[src/rtl/lsu_sram_like_pkg.sv]
// Shared opcode, size and FSM state encodings for the SRAM-like load/store unit.
// Opcode helpers decode size, direction, signedness and alignment for lsu_sram_like and lsu_lane_align.
package lsu_sram_like_pkg;

  localparam int unsigned OP_W = 4;

  localparam logic [OP_W-1:0] LSU_OP_LB  = 4'd0;
  localparam logic [OP_W-1:0] LSU_OP_LBU = 4'd1;
  localparam logic [OP_W-1:0] LSU_OP_LH  = 4'd2;
  localparam logic [OP_W-1:0] LSU_OP_LHU = 4'd3;
  localparam logic [OP_W-1:0] LSU_OP_LW  = 4'd4;
  localparam logic [OP_W-1:0] LSU_OP_LWU = 4'd5;
  localparam logic [OP_W-1:0] LSU_OP_LD  = 4'd6;
  localparam logic [OP_W-1:0] LSU_OP_SB  = 4'd7;
  localparam logic [OP_W-1:0] LSU_OP_SH  = 4'd8;
  localparam logic [OP_W-1:0] LSU_OP_SW  = 4'd9;
  localparam logic [OP_W-1:0] LSU_OP_SD  = 4'd10;
  localparam logic [OP_W-1:0] LSU_OP_LWL = 4'd11;
  localparam logic [OP_W-1:0] LSU_OP_LWR = 4'd12;
  localparam logic [OP_W-1:0] LSU_OP_SWL = 4'd13;
  localparam logic [OP_W-1:0] LSU_OP_SWR = 4'd14;

  localparam logic [1:0] LSU_SIZE_B = 2'd0;
  localparam logic [1:0] LSU_SIZE_H = 2'd1;
  localparam logic [1:0] LSU_SIZE_W = 2'd2;
  localparam logic [1:0] LSU_SIZE_D = 2'd3;

  localparam logic [2:0] S_IDLE = 3'd0;
  localparam logic [2:0] S_ADDR = 3'd1;
  localparam logic [2:0] S_DATA = 3'd2;
  localparam logic [2:0] S_RESP = 3'd3;
  localparam logic [2:0] S_EXC  = 3'd4;

  function automatic logic [1:0] op_size(input logic [OP_W-1:0] op);
    case (op)
      LSU_OP_LB, LSU_OP_LBU, LSU_OP_SB: op_size = LSU_SIZE_B;
      LSU_OP_LH, LSU_OP_LHU, LSU_OP_SH: op_size = LSU_SIZE_H;
      LSU_OP_LD, LSU_OP_SD:             op_size = LSU_SIZE_D;
      default:                          op_size = LSU_SIZE_W;
    endcase
  endfunction

  function automatic logic op_is_store(input logic [OP_W-1:0] op);
    op_is_store = (op == LSU_OP_SB) || (op == LSU_OP_SH) || (op == LSU_OP_SW) ||
                  (op == LSU_OP_SD) || (op == LSU_OP_SWL) || (op == LSU_OP_SWR);
  endfunction

  function automatic logic op_is_signed(input logic [OP_W-1:0] op);
    op_is_signed = (op == LSU_OP_LB) || (op == LSU_OP_LH) || (op == LSU_OP_LW);
  endfunction

  function automatic logic op_is_lwlr(input logic [OP_W-1:0] op);
    op_is_lwlr = (op == LSU_OP_LWL) || (op == LSU_OP_LWR) ||
                 (op == LSU_OP_SWL) || (op == LSU_OP_SWR);
  endfunction

  function automatic logic op_known(input logic [OP_W-1:0] op);
    op_known = (op != 4'd15);
  endfunction

  // Unaligned-access opcodes are never misaligned by construction.
  function automatic logic misaligned(input logic [OP_W-1:0] op, input logic [2:0] a);
    if (op_is_lwlr(op)) begin
      misaligned = 1'b0;
    end else begin
      case (op_size(op))
        LSU_SIZE_B: misaligned = 1'b0;
        LSU_SIZE_H: misaligned = a[0];
        LSU_SIZE_W: misaligned = |a[1:0];
        default:    misaligned = |a;
      endcase
    end
  endfunction

endpackage

[src/rtl/lsu_lane_align.sv]
// Combinational lane steering: load extract/extend (and LWL/LWR merge), store replication and strobes.
// Optional feature macro: LSU_LWLR_EN (unaligned LWL/LWR/SWL/SWR, 32-bit bus only).
module lsu_lane_align
  import lsu_sram_like_pkg::*;
#(
  parameter  int unsigned DATA_W = 32,
  localparam int unsigned NB     = DATA_W / 8,
  localparam int unsigned OFS    = $clog2(NB)
) (
  input  logic [OP_W-1:0]   op,
  input  logic [OFS-1:0]    ofs,
  input  logic [DATA_W-1:0] wdata,
  input  logic [31:0]       rt,
  input  logic [DATA_W-1:0] rdata,
  output logic [DATA_W-1:0] ld_data,
  output logic [DATA_W-1:0] st_wdata,
  output logic [NB-1:0]     st_wstrb,
  output logic [1:0]        st_size
);

  logic [1:0]        size;
  logic [6:0]        nbits;
  logic [DATA_W-1:0] shifted;
  logic [DATA_W-1:0] keep;
  logic              sbit;
  logic [NB-1:0]     strb;
  logic [OFS+2:0]    lsh;
  logic [OFS+2:0]    rsh;

  always_comb begin
    size    = op_size(op);
    nbits   = 7'd8 << size;
    shifted = rdata >> {ofs, 3'b000};
    case (size)
      2'd0:    sbit = shifted[7];
      2'd1:    sbit = shifted[15];
      2'd2:    sbit = shifted[31];
      default: sbit = shifted[DATA_W-1];
    endcase
    // A shift by >= DATA_W yields 0, so full-width accesses keep every bit.
    keep    = ~({DATA_W{1'b1}} << nbits);
    ld_data = (shifted & keep) | (~keep & {DATA_W{op_is_signed(op) & sbit}});

    case (size)
      2'd0:    st_wdata = {NB{wdata[7:0]}};
      2'd1:    st_wdata = {(NB/2){wdata[15:0]}};
      2'd2:    st_wdata = {(NB/4){wdata[31:0]}};
      default: st_wdata = wdata;
    endcase
    case (size)
      2'd0:    strb = NB'(8'h01);
      2'd1:    strb = NB'(8'h03);
      2'd2:    strb = NB'(8'h0F);
      default: strb = {NB{1'b1}};
    endcase
    st_wstrb = strb << ofs;
    st_size  = size;

    rsh = {ofs, 3'b000};
    lsh = {OFS'(NB - 1) - ofs, 3'b000};
`ifdef LSU_LWLR_EN
    // Little-endian MIPS32 unaligned rules: LWL/SWL touch bytes 0..ofs, LWR/SWR bytes ofs..3.
    case (op)
      LSU_OP_LWL: ld_data = (rdata << lsh) | (DATA_W'(rt) & ~({DATA_W{1'b1}} << lsh));
      LSU_OP_LWR: ld_data = (rdata >> rsh) | (DATA_W'(rt) & ~({DATA_W{1'b1}} >> rsh));
      LSU_OP_SWL: begin
        st_wdata = wdata >> lsh;
        st_wstrb = {NB{1'b1}} >> (OFS'(NB - 1) - ofs);
        st_size  = (ofs == OFS'(0)) ? 2'd0 : (ofs == OFS'(1)) ? 2'd1 : 2'd2;
      end
      LSU_OP_SWR: begin
        st_wdata = wdata << rsh;
        st_wstrb = {NB{1'b1}} << ofs;
        st_size  = (ofs == OFS'(NB - 1)) ? 2'd0 : (ofs == OFS'(NB - 2)) ? 2'd1 : 2'd2;
      end
      default: ;
    endcase
`endif
  end

`ifdef LSU_LWLR_EN
  if (DATA_W != 32) begin : g_lwlr_width_check
    $error("LSU_LWLR_EN requires DATA_W == 32");
  end
`else
  logic unused_lwlr;
  assign unused_lwlr = ^{rt, lsh, rsh};
`endif

endmodule

[src/rtl/lsu_sram_like.sv]
// MEM-stage load/store unit on an SRAM-like req/addr_ok/data_ok bus with alignment traps and flush survival.
// Optional feature macro: LSU_LWLR_EN enables LWL/LWR/SWL/SWR; otherwise they complete silently with 0.
module lsu_sram_like
  import lsu_sram_like_pkg::*;
#(
  parameter  int unsigned ADDR_W = 32,
  parameter  int unsigned DATA_W = 32,
  localparam int unsigned NB     = DATA_W / 8,
  localparam int unsigned OFS    = $clog2(NB)
) (
  input  logic              clk,
  input  logic              rst,
  input  logic              req_valid_i,
  input  logic [OP_W-1:0]   req_op_i,
  input  logic [ADDR_W-1:0] req_addr_i,
  input  logic [DATA_W-1:0] req_wdata_i,
  input  logic [31:0]       req_rt_i,
  input  logic              flush_i,
  output logic              stall_o,
  output logic              resp_valid_o,
  output logic [DATA_W-1:0] resp_rdata_o,
  output logic              excp_adel_o,
  output logic              excp_ades_o,
  output logic [ADDR_W-1:0] bad_vaddr_o,
  output logic              data_req_o,
  output logic              data_wr_o,
  output logic [1:0]        data_size_o,
  output logic [ADDR_W-1:0] data_addr_o,
  output logic [DATA_W-1:0] data_wdata_o,
  output logic [NB-1:0]     data_wstrb_o,
  input  logic              data_addr_ok_i,
  input  logic              data_data_ok_i,
  input  logic [DATA_W-1:0] data_rdata_i
);

`ifdef LSU_LWLR_EN
  localparam bit LWLR_EN = 1'b1;
`else
  localparam bit LWLR_EN = 1'b0;
`endif

  logic [2:0]        state, state_d;
  logic              discard_q, discard_d;
  logic [OP_W-1:0]   lat_op;
  logic [OFS-1:0]    lat_ofs;
  logic [31:0]       lat_rt;
  logic              lat_store;
  logic              accept, go_exc, capture, adel_d, ades_d;
  logic              req_store, req_bad, req_mis;
  logic [OP_W-1:0]   al_op;
  logic [OFS-1:0]    al_ofs;
  logic [DATA_W-1:0] ld_data, st_wdata;
  logic [NB-1:0]     st_wstrb;
  logic [1:0]        st_size;

  assign req_store = op_is_store(req_op_i);
  assign req_bad   = !op_known(req_op_i) || (op_is_lwlr(req_op_i) && !LWLR_EN);
  assign req_mis   = misaligned(req_op_i, req_addr_i[2:0]);
  assign stall_o   = req_valid_i & ~resp_valid_o & ~flush_i;

  // Store fields come from the live request at accept; load results from the latched request.
  assign al_op  = (state == S_IDLE) ? req_op_i : lat_op;
  assign al_ofs = (state == S_IDLE) ? req_addr_i[OFS-1:0] : lat_ofs;

  lsu_lane_align #(.DATA_W(DATA_W)) u_align (
    .op       (al_op),
    .ofs      (al_ofs),
    .wdata    (req_wdata_i),
    .rt       (lat_rt),
    .rdata    (data_rdata_i),
    .ld_data  (ld_data),
    .st_wdata (st_wdata),
    .st_wstrb (st_wstrb),
    .st_size  (st_size)
  );

  always_comb begin
    state_d   = state;
    discard_d = discard_q;
    accept    = 1'b0;
    go_exc    = 1'b0;
    capture   = 1'b0;
    case (state)
      S_IDLE: if (req_valid_i && !flush_i) begin
        if (req_bad || req_mis) begin
          go_exc  = 1'b1;
          state_d = S_EXC;
        end else begin
          accept  = 1'b1;
          state_d = S_ADDR;
        end
      end
      // Once addr_ok is seen the bus owes us data_ok, so a flush can only mark it discarded.
      S_ADDR: if (data_addr_ok_i) begin
        state_d   = S_DATA;
        discard_d = flush_i;
      end else if (flush_i) begin
        state_d = S_IDLE;
      end
      S_DATA: if (data_data_ok_i) begin
        discard_d = 1'b0;
        if (discard_q || flush_i) begin
          state_d = S_IDLE;
        end else begin
          state_d = S_RESP;
          capture = 1'b1;
        end
      end else if (flush_i) begin
        discard_d = 1'b1;
      end
      S_RESP, S_EXC: state_d = S_IDLE;
      default:       state_d = S_IDLE;
    endcase
    adel_d = go_exc && !req_bad && !req_store;
    ades_d = go_exc && !req_bad && req_store;
  end

  always_ff @(posedge clk) begin
    if (rst) begin
      state     <= S_IDLE;
      discard_q <= 1'b0;
    end else begin
      state     <= state_d;
      discard_q <= discard_d;
    end
  end

  always_ff @(posedge clk) begin
    if (rst) begin
      resp_valid_o <= 1'b0;
      resp_rdata_o <= '0;
      excp_adel_o  <= 1'b0;
      excp_ades_o  <= 1'b0;
      bad_vaddr_o  <= '0;
      data_req_o   <= 1'b0;
      data_wr_o    <= 1'b0;
      data_size_o  <= 2'd0;
      data_addr_o  <= '0;
      data_wdata_o <= '0;
      data_wstrb_o <= '0;
      lat_op       <= '0;
      lat_ofs      <= '0;
      lat_rt       <= '0;
      lat_store    <= 1'b0;
    end else begin
      resp_valid_o <= go_exc || capture;
      excp_adel_o  <= adel_d;
      excp_ades_o  <= ades_d;
      data_req_o   <= (state_d == S_ADDR);
      if (adel_d || ades_d) bad_vaddr_o <= req_addr_i;
      if (go_exc) begin
        resp_rdata_o <= '0;
      end else if (capture) begin
        resp_rdata_o <= lat_store ? '0 : ld_data;
      end
      if (accept) begin
        data_wr_o    <= req_store;
        data_size_o  <= st_size;
        data_addr_o  <= {req_addr_i[ADDR_W-1:OFS], {OFS{1'b0}}};
        data_wdata_o <= req_store ? st_wdata : '0;
        data_wstrb_o <= req_store ? st_wstrb : '0;
        lat_op       <= req_op_i;
        lat_ofs      <= req_addr_i[OFS-1:0];
        lat_rt       <= req_rt_i;
        lat_store    <= req_store;
      end
    end
  end

  a_data_ok_only_in_data: assert property (@(posedge clk) disable iff (rst)
    data_data_ok_i |-> (state == S_DATA))
    else $error("data_data_ok_i outside DATA state");

endmodule
[config.mk]
export PLATFORM = sky130hd
export DESIGN_NAME = lsu_sram_like
export DESIGN_NICKNAME = d
export VERILOG_FILES = /design/src/rtl/lsu_sram_like_pkg.sv /design/src/rtl/lsu_lane_align.sv /design/src/rtl/lsu_sram_like.sv
export SDC_FILE = /design/constraint.sdc
export NUM_CORES = 1
export LEC_CHECK = 0
export BUFFER_PORTS_ARGS = -buffer_cell sky130_fd_sc_hd__clkbuf_2
export CAP_MARGIN = 0
export CORE_UTILIZATION = 48
export DETAILED_ROUTE_END_ITERATION = 10
export PLACE_DENSITY = 0.8
export SETUP_SLACK_MARGIN = 0.4
export SLEW_MARGIN = 10
export SYNTH_ARGS = -nofsm -noshare
export SYNTH_HDL_FRONTEND = slang
export SYNTH_SLANG_ARGS = --single-unit
[constraint.sdc]
create_clock -name clk -period 2.7 [get_ports clk]
set_input_delay 0.81 -clock clk [delete_from_list [all_inputs] [get_ports clk]]
set_output_delay 0.81 -clock clk [all_outputs]
set_load 0.02 [all_outputs]
==> results.md <==
- Status: finished, final reports clean
- Fin crit period: 2260 ps
- Startpoint Class: input port
- CTS sink count: 147
- Final setup TNS: 0 ps
- Power Total: 5690 uW
- Crit Path Class: in -> reg
- Initial antenna violation count: 0
- Max_cap viols: 0
- Final Hold Viols: 0
- Initial Util: 0.494
- Area share of the largest cell type after synthesis: 0.448
- Worst Tran Pin Value: 946 ps
- Synth Instances: 758
- Vias in the first global route: 6076
- Number of DRC markers in iteration 0: 467
- Max rail drop VDD: 431 uV
- Critical path arrival: 2570 ps
- Vias per inst: 5.45
- Crit path largest cell delay: 590 ps
- Clock Power Share: 0.457
- Leakage: 0.00414 uW
- Num rows: 42
- Core area: 13300 um^2
- Yosys cell types: 65
- Pwr Density: 640 nW/um^2
- WL met1: 7970 um
- WL/cell: 16.0 um
- Met3 routed WL: 1510 um
- WP data required: 3010 ps
- Die span in x: 119 um
- Flop pwr share: 0.397
- Finish-stage setup viols: 0
- Hold Path Class: reg -> reg
- Synth area leaders: dfxtp_1 (45%), mux2i_1 (9.9%), nand2_1 (8.7%), a21oi_1 (5.1%), nor2_1 (3.3%)
- GP Congestion: 0.886
- # IOs: 278
- Syn avg cell area: 8.66 um^2
- Layout Skew: 11.6 ps
- Comb pwr share: 0.146
- Internal power: 4230 uW
- Fin util: 0.669
- Asr flop ratio synth: 0
- Number of CTS-inserted buffers: 17
- Die H: 119 um
- DR DRC count: 0
- Remaining global-route overflow: 0
- Met2 WL post-DR: 9140 um
- Crit end category: flip-flop
- Clk_lat worst skew: 430 ps
- First-pass GRT wire length: 30200 um
- Hold slack: 445 ps
- RSZ-0062 raised after global routing: no
- Nets@finish: 1146
- Switching Power: 1470 uW
- Crit path from: req_addr_i[1]
- Leading area contributor after synthesis: dfxtp_1
- Share of layout cells above drive strength 1: 0.340
- Synth warn: 0
- Max Used Layer: met4
- Reg2reg end: resp_rdata_o[5]
- RR Startpoint: state[0]
- Area Growth Syn to Fin: 35.5%
- Crit share post-route: 0.838
- GRT Util Overall: 0.268
- Sw Share: 0.258
- Vias: 6521
- Diode count: 0
- CTS tree: yes
- Post-Syn Area: 6560 um^2
- Maximum clock insertion buffer count: 2
- Fmax: 442 MHz
- Sequential cell area fraction in the yosys report: 0.448
- Post-DP HPWL: 13800 um
- DR pass1 iterations: 4
- Final ANT Viol Nets: 0
- Slew HR: 0.369
- Ys flop type: dfxtp_1
- Reg clk slew, reported paths: 60 ps
- Root Buffer: clkbuf_16
- WL final: 19100 um
- Number of synthesized flops with an enable pin: 0
- Worst-path fanout max: 8
- CP Cell Sequence: clkbuf_2, mux4_2, o311a_1, and4_1, o21a_1
- # H-tree levels: 4
- Worst reg2reg setup slack: 500 ps
- R2r worst-path depth: 7
- Die footprint: 14100 um^2
- Yosys reg bits: 147
- Largest net degree at the start of global routing: 95
- Slowest stage cell, crit path: mux4_2
- Hold_buf cts: 0
- Setup crit end: resp_rdata_o[21]
- Max Slew Vio Count: 0
- # port buffers: 243
==> cell usage after synthesis (7+ instances only) <==
library cell    n
nand2_1       153
dfxtp_1       147
a21oi_1        67
mux2i_1        65
nor2_1         58
nand3_1        24
o21a_1         24
clkbuf_1       23
buf_2          21
o21ai_0        21
o21ai_1        16
a22o_1         15
a22oi_1         9
a2bb2oi_1       9
o22a_1          8
buf_6           7
==> power by group through the flow <==
stage | Sequential, uW | Clock [uW] | Combinational [uW]
global placement | 2310 | 0 | 807
CTS | 2260 | 2640 | 823
floorplan | 2370 | 0 | 448
detailed placement | 2310 | 0 | 816
global route | 2270 | 2740 | 895
finish | 2260 | 2600 | 831
==> per-stage QoR <==
stage | setup WS (ps) | area [um^2] | std cells
6_report | 437 | 8890 | 1196
5_1_grt | 409 | 8890 | 1196
4_1_cts | 414 | 8840 | 1194
3_5_place_dp | -272 | 8180 | 1163
3_3_place_gp | -186 | 8180 | 1163
2_1_floorplan | 286 | 6690 | 759
==> worst max-delay path: cells and delay by family <==
family                 cells  cell delay [ps]
AO/OA/AOI/OAI              2              640
multiplexers               1              590
buffers and inverters      1              220
AND/OR/NAND/NOR            1              310
==> what timing repair did <==
item,CTS,global route
resized for setup,3,8
buffers inserted,0,2
pin swaps,0,1
endpoints found under the setup margin,44,70
==> kinds of logic (layout without fill, tap and decap cells) <==
| kind of cell | count (synthesis) | in the layout | share of synthesized area |
|---|---|---|---|
| buffers and inverters | 62 | 323 | 0.0498 |
| xor gates and xnor gates | 1 | 1 | 0.00133 |
| AOI/OAI and AO/OA | 202 | 202 | 0.205 |
| DFF | 147 | 147 | 0.448 |
| other | 1 | 2 | 0.000571 |
| and+or+nand+nor | 275 | 275 | 0.181 |
| muxes | 70 | 70 | 0.113 |
==> per-layer routing <==
layer / vias up / global-route usage
li1: 3175 / -
met1: 3029 / 0.324
met2: 281 / 0.448
met3: 36 / 0.0718
met4: 0 / 0.115
met5: - / 0
==> layout by cell type (no fill, tap or decap), drive strengths merged, types with 4 or more instances in the layout <==
master   count
a211oi       5
a21oi       68
a22o        15
a22oi        9
a2bb2oi      9
and2         4
buf         45
bufinv       5
clkbuf     260
clkinv       4
dfxtp      147
inv          7
mux2i       66
nand2      153
nand2b       6
nand3       24
nor2        59
nor2b        6
nor3         6
o21a        24
o21ai       38
o22a         8
==> worst min path at each step <==
stage	slack [ps]	cells past startpoint	endpoint	start
floorplan	490	2	lat_op[0]	lat_op[0]
global placement	440	2	resp_rdata_o[28]	resp_rdata_o[28]
detailed placement	440	2	resp_rdata_o[28]	resp_rdata_o[28]
CTS	450	2	resp_rdata_o[28]	resp_rdata_o[28]
global route	470	2	resp_rdata_o[0]	resp_rdata_o[0]
finish	450	2	resp_rdata_o[28]	resp_rdata_o[28]
==> state kept, by name, summed over array words and instances, names as in the netlist, 2 cells and up <==
signal        cells
lat_op            4
data_size_o       2
data_wstrb_o      4
bad_vaddr_o      32
lat_ofs           2
data_addr_o      30
state             3
data_wdata_o     32
resp_rdata_o     32
==> layout make-up <==
class / count / area, um^2
Inverter: 6 / 22.5
Clock buffer: 19 / 443
Multi-Input combinational cell: 550 / 3430
Tap cell: 176 / 220
Clock inverter: 12 / 205
Fill cell: 1100 / 4400
Sequential cell: 147 / 2940
Timing Repair Buffer: 286 / 1630
(Power assumes the default switching activity.)
